==> src/rtl/sorter_batch_ctrl.sv <==
// sorter_batch_ctrl: batches an elastic valid/ready stream into groups of up to
// N elements for the streaming top-N sorter. Each accepted element is forwarded
// as a one-cycle data_i/data_i_v pulse. After the final element, flush is held
// for FLUSH_CYCLES so the sorter drains the batch in order. One gap cycle follows
// before the next batch is accepted.
// Optional feature: define SORTER_BATCH_TIMEOUT_EN to force-flush a partial batch
// after TIMEOUT idle cycles.
module sorter_batch_ctrl #(
    parameter int WIDTH        = 8,
    parameter int N            = 22,
    parameter int FLUSH_CYCLES = 44,
    parameter int TIMEOUT      = 64
) (
    input  logic                     clk,
    input  logic                     rst,
    input  logic [WIDTH-1:0]         in_data,
    input  logic                     in_valid,
    input  logic                     in_last,
    output logic                     in_ready,
    output logic [WIDTH-1:0]         sort_data,
    output logic                     sort_valid,
    output logic                     sort_flush,
    output logic                     batch_done,
    output logic [$clog2(N+1)-1:0]   batch_len
);

    localparam int CW = $clog2(N+1);
    localparam int DW = $clog2(FLUSH_CYCLES+1);

    typedef enum logic [1:0] {
        LOAD  = 2'd0,
        DRAIN = 2'd1,
        GAP   = 2'd2
    } state_t;

    state_t        state;
    state_t        state_nxt;
    logic [CW-1:0] cnt;
    logic [DW-1:0] drain;
    logic          accept;
    logic          timeout_hit;
    logic          close_batch;
    logic          drain_end;

    // in_ready is held low while rst is asserted so nothing is taken during reset.
    assign in_ready    = (state == LOAD) && !rst;
    assign accept      = in_valid && in_ready;
    // in_last on the Nth element is the same event as reaching N: one close, not two.
    assign close_batch = (accept && (in_last || (cnt == CW'(N-1)))) || timeout_hit;
    // Drain ends after the last flush cycle has been presented (flush high, counter spent).
    assign drain_end   = (state == DRAIN) && sort_flush && (drain == '0);

`ifdef SORTER_BATCH_TIMEOUT_EN
    localparam int TW = $clog2(TIMEOUT+1);
    logic [TW-1:0] idle;

    // A partial batch that has seen TIMEOUT cycles without an accept is closed.
    assign timeout_hit = (state == LOAD) && (cnt != '0) && !accept
                         && (idle == TW'(TIMEOUT-1));

    // Idle timer: counts non-accept cycles of a started batch, cleared on accept or drain entry.
    always_ff @(posedge clk or posedge rst) begin
        if (rst) begin
            idle <= '0;
        end else if ((state != LOAD) || accept || timeout_hit) begin
            idle <= '0;
        end else if (cnt != '0) begin
            idle <= idle + 1'b1;
        end
    end
`else
    // No timer: a partial batch waits for in_last or the Nth element (term folds to 0).
    assign timeout_hit = (TIMEOUT < 0);
`endif

    // State register.
    always_ff @(posedge clk or posedge rst) begin
        if (rst) begin
            state <= LOAD;
        end else begin
            state <= state_nxt;
        end
    end

    // Next-state logic: LOAD -> DRAIN on batch close, DRAIN -> GAP after flush window, GAP -> LOAD.
    always_comb begin
        state_nxt = state;
        case (state)
            LOAD:    if (close_batch) state_nxt = DRAIN;
            DRAIN:   if (drain_end)   state_nxt = GAP;
            GAP:     state_nxt = LOAD;
            default: state_nxt = LOAD;
        endcase
    end

    // Element forwarding and batch element count; count is cleared in the gap cycle.
    always_ff @(posedge clk or posedge rst) begin
        if (rst) begin
            sort_data  <= '0;
            sort_valid <= 1'b0;
            cnt        <= '0;
        end else begin
            sort_valid <= accept;
            if (accept) begin
                sort_data <= in_data;
                cnt       <= cnt + 1'b1;
            end else if (state == GAP) begin
                cnt <= '0;
            end
        end
    end

    // Flush window: the first DRAIN cycle carries the final data pulse, then flush runs
    // FLUSH_CYCLES cycles with batch_done/batch_len on the last one.
    always_ff @(posedge clk or posedge rst) begin
        if (rst) begin
            drain      <= '0;
            sort_flush <= 1'b0;
            batch_done <= 1'b0;
            batch_len  <= '0;
        end else begin
            batch_done <= 1'b0;
            batch_len  <= '0;
            if ((state == LOAD) && close_batch) begin
                drain      <= DW'(FLUSH_CYCLES);
                sort_flush <= 1'b0;
            end else if (state == DRAIN) begin
                if (drain_end) begin
                    sort_flush <= 1'b0;
                end else begin
                    sort_flush <= 1'b1;
                    drain      <= drain - 1'b1;
                    if (drain == DW'(1)) begin
                        batch_done <= 1'b1;
                        batch_len  <= cnt;
                    end
                end
            end else begin
                sort_flush <= 1'b0;
            end
        end
    end

endmodule
==> config.mk <==
export PLATFORM = sky130hd
export DESIGN_NAME = sorter_batch_ctrl
export DESIGN_NICKNAME = d
export VERILOG_FILES = /design/src/rtl/sorter_batch_ctrl.sv
export SDC_FILE = /design/constraint.sdc
export NUM_CORES = 1
export LEC_CHECK = 0
export ABC_CLOCK_PERIOD_IN_PS = 2200
export CAP_MARGIN = 20
export CORE_MARGIN = 8
export CORE_UTILIZATION = 51
export CTS_BUF_LIST = sky130_fd_sc_hd__clkbuf_8
export DETAILED_ROUTE_END_ITERATION = 16
export HOLD_SLACK_MARGIN = 0.06
export PLACE_DENSITY = 0.81
export SKIP_LAST_GASP = 1
export SYNTH_ARGS = -nofsm -noshare
export SYNTH_HDL_FRONTEND = slang
export SYNTH_SLANG_ARGS = --single-unit
==> constraint.sdc <==
create_clock -name clk -period 2.2 [get_ports clk]
set_input_delay 0.66 -clock clk [delete_from_list [all_inputs] [get_ports clk]]
set_output_delay 0.66 -clock clk [all_outputs]
set_load 0.02 [all_outputs]
# --- Word level (Yosys, flattened, before mapping) ---
# Cells that the tools add are included.
classes:
  n_eq_ne: 7
  muxes: 19
  n_reduce_logical: 14
  addsub: 2
ops:
  columns: ["operator", "n"]
  rows:
  - ["2-to-1 mux 5 bit", 6]
  - ["2-to-1 mux 6 bit", 3]
  - ["2-to-1 mux 1 bit", 7]
  - ["equality test 6 x 1 -> 1 bit, second input constant", 1]
  - ["logical AND 1 bit", 6]
  - ["logical NOT 6 bit", 1]
  - ["subtractor 6 x 1 -> 6 bit, second input constant", 1]
  - ["adder 5 x 1 -> 5 bit, second input constant", 1]
  - ["equality test 5 bit, second input constant", 1]
  - ["2-to-1 mux 2 bit", 2]
  - ["inequality test 2 bit, second input constant", 2]
  - ["one-hot mux 2 bit (2 select lines)", 1]
  - ["AND reduction 2 bit", 2]
  - ["nonzero test 2 bit", 2]
  - ["equality test 2 x 1 -> 1 bit, second input constant", 1]
  - ["equality test 2 bit, second input constant", 1]
  - ["logical NOT 2 bit", 1]
  - ["inequality test 2 x 1 -> 1 bit, second input constant", 1]
  - ["logical NOT 1 bit", 1]
  - ["logical OR 1 bit", 1]
word_totals:
  ff_bits: 29
  output_inout_bits: 17

# --- Longest topological paths before layout ---
logic_depth:
  ltp_word: 7
  mapped_depth: 7
  depth_no_buf: 7

# --- Worst setup path before layout ---
# OpenSTA, ideal clock, no wires.
synth_timing:
  kind: "in2out"
  start: "in rst"
  end: "out in_ready"
  arrival_ps: 1115
  required_ps: 1540
  setup_slack_ps: 425
  path_stages: 1
  path_cell_list: "nor3_1"
synth_between:
  elab_chain_cells: 2
synth_lines:
  columns: ["element", "line", "source"]
  rows:
  - ["from (decl)", "15", "input logic rst,"]
  - ["logical NOT 1 bit (no source line)", null, null]
  - ["logical AND 1 bit", "46", "assign in_ready = (state == LOAD) && !rst;"]
  - ["to (decl)", "19", "output logic in_ready,"]
# No other way between the ends.

# --- Worst setup path after layout ---
# Ends and elaborated chain as after synthesis.

==> flow_metrics.env <==
export IMPL_endpoint_kind="primary output"
export IMPL_worstMarginPinSlew_ns=0.392
export IMPL_cts_tree="done"
export IMPL_numClockSinks=29
export IMPL_drt_first_pass_iters=4
export IMPL_hold_path_end="sort_data[2]"
export IMPL_critPathLaunchType="input port"
export IMPL_cp_slowest_cell="clkdlybuf4s50_1"
export IMPL_drv_cap=0
export IMPL_p_comb_share_pct=34.0
export IMPL_overflow=0
export IMPL_cts_made_buffers=5
export IMPL_synth_cells=119
export IMPL_p_int_mw=1.53
export IMPL_rsz0062_at_grt="false"
export IMPL_status="finished, final reports clean"
export IMPL_p_per_area_mw_per_mm2=1360
export IMPL_synth_seq_area_share_pct=58.7
export IMPL_clkSlewWorstSetupHoldPaths_ns=0.06
export IMPL_synth_fp_nets=136
export IMPL_clk_path_buf_depth=2
export IMPL_clkPwrFrac_pct=27.8
export IMPL_p_leak_nw=0.806
export IMPL_synth_ff_latch_count=29
export IMPL_ir_worst_vdd_mv=0.985
export IMPL_layout_setup_ws_ns=0.0549
export IMPL_rows=18
export IMPL_worstPathArrival_ns=1.49
export IMPL_synth_area_leaders="dfrtp_1 (59%), nand2_1 (10%), ha_1 (5.1%), o21ai_0 (3.2%), xor2_1 (2.1%)"
export IMPL_period_share_pct=97.5
export IMPL_ant_nets=0
export IMPL_synth_edf_count=0
export IMPL_p_switching_uw=810
export IMPL_viasPerCell=5.16
export IMPL_synthToLayoutAreaGrowth_pct=39.6
export IMPL_mappedNetlistArea_mm2=0.00124
export IMPL_synth_most_common_cell="nand2_1"
export IMPL_insertion_delay_ns=0.28
export IMPL_grt_pass1_vias=1038
export IMPL_path_buf_inv=2
export IMPL_pin_count=29
export IMPL_hold_start="sort_data[2]"
export IMPL_diodes=0
export IMPL_grt_pass1_wl_um=4880
export IMPL_crit_path_max_incr_delay_ns=0.42
export IMPL_async_flop_share_pct=100
export IMPL_fp_coreArea_mm2=0.00239
export IMPL_dieHeight_um=65.2
export IMPL_wl_um=2840
export IMPL_drv_slew=0
export IMPL_yosysWarningCount=0
export IMPL_grt_max_degree=30
export IMPL_hold_depth=2
export IMPL_whs_ns=0.484
export IMPL_ff2ff_path_depth=5
export IMPL_post_drt_wl_per_cell_um=15.0
export IMPL_worst_path_max_fanout=2
export IMPL_max_clock_freq_mhz=466
export IMPL_setup_violations=0
export IMPL_nNetsFinal=175
export IMPL_synth_common_cells="nand2_1 (33), dfrtp_1 (29), o21ai_0 (8)"
export IMPL_dp_hpwl_um=2110
export IMPL_drc=0
export IMPL_crit_family="buffers and inverters"
export IMPL_vias=975
export IMPL_postCtsSetupBuffers=0
export IMPL_rr_startpoint="drain[3]"
export IMPL_post_route_min_period_ns=2.15
export IMPL_clock_skew_ns=0.00701
export IMPL_synth_flop_cell="dfrtp_1"
export IMPL_drive_above_1_share_pct=12.6
export IMPL_cts_root_buf="clkbuf_8"
export IMPL_slew_headroom_pct=73.6
export IMPL_ff2ff_setup_slack_ns=0.45
export IMPL_hold_path_class="register to register"
export IMPL_synth_avg_cell_area_um2=10.4
export IMPL_pwr_share_seq_pct=38.2
export IMPL_swShare_pct=34.6
export IMPL_crit_chain="clkdlybuf4s50_1 -> nor3_1 -> clkdlybuf4s15_2"
export IMPL_ctsHoldBuffers=0
export IMPL_die_area_mm2=0.00426
export IMPL_drt_iter0_drc=34
export IMPL_setup_tns_ns=0
export IMPL_htreeDepth=2
export IMPL_r2r_end="drain[2]"
export IMPL_antenna_found_initial=0
export IMPL_place_congestion=0.817
export IMPL_critical_path_class="input port to primary output"
export IMPL_die_x_um=65.2
export IMPL_dp_slack_ns=-0.307
export IMPL_ctsResizeCount=4
export IMPL_yosysUniqueCellTypes=30
export IMPL_grt_util_all_layers_pct=14.5
export IMPL_port_buffers=28
export IMPL_utilization_pct=72.3
export IMPL_netlist_area_leader_share_pct=58.7
export IMPL_initial_utilization_pct=51.8
export IMPL_cp_required_ns=1.54
export IMPL_hold_viol=0
export IMPL_yosysTopAreaCell="dfrtp_1"
-- layout by cell type, fill, tap and decap left out, types with 4 or more instances in the layout --
cell type	synthesis	routed
and2_1	4	4
buf_4	0	6
clkbuf_8	0	5
clkdlybuf4s50_1	0	27
dfrtp_1	29	29
ha_1	5	5
inv_1	4	4
nand2_1	33	33
nand3_1	4	4
o21ai_0	8	8
-- worst max path at each step --
stage               startpoint  endpoint  cells after the start
finish                     rst  in_ready                      3
global route               rst  in_ready                      3
CTS                        rst  in_ready                      3
detailed placement         rst  in_ready                      3
global placement           rst  in_ready                      3
floorplan                  rst  in_ready                      1
-- sequential cells by signal, summed over array words and instances, names as in the netlist --
register    count
sort_data       8
batch_done      1
cnt             5
batch_len       5
drain           6
sort_flush      1
sort_valid      1
state           2
-- power by group through the flow --
stage	Sequential, mW	Combinational, mW	Clock (mW)
after CTS	0.891	0.808	0.659
after detailed placement	0.898	0.807	0
after floorplan	0.958	0.384	0
after global routing	0.921	0.891	0.683
final	0.896	0.796	0.651
after global placement	0.885	0.757	0
-- metrics by stage --
| stage | instances | power (mW) | area, µm² |
|---|---|---|---|
| after floorplan | 119 | 1.34 | 1240 |
| after global placement | 181 | 1.64 | 1590 |
| after detailed placement | 181 | 1.71 | 1590 |
| after CTS | 189 | 2.36 | 1730 |
| after global routing | 189 | 2.49 | 1730 |
| final | 189 | 2.34 | 1730 |
-- routing by layer --
layer,GRT usage (%),share of wire (%),routed length [µm],up-vias
li1,-,-,-,476
met4,6.54,1.3,37,0
met1,15.5,40,1130,472
met5,0,0,0,-
met3,4.93,4.7,133,6
met2,25.1,54,1540,21
-- tightest hold or removal path: stages, from the launching register on --
cell and delay, ns:
dfrtp_1 0.35, nand2_1 0.05, nand2_1 0.06
-- logic make-up after synthesis --
family	Yosys count	synth area share, %
compound gates	18	9.72
xor+xnor	3	2.13
fa+ha+maj	5	5.06
buf+inv	8	2.53
flops	29	58.7
simple gates	56	21.9
-- layout make-up --
type,instances,area (µm²)
clock inverter,3,65.1
clock buffer,5,68.8
timing repair buffer,34,327
inverter,6,22.5
tap,30,37.5
fill,190,662
sequential,29,726
multi-input combinational,82,479
Power figures use the tool's default switching activity.
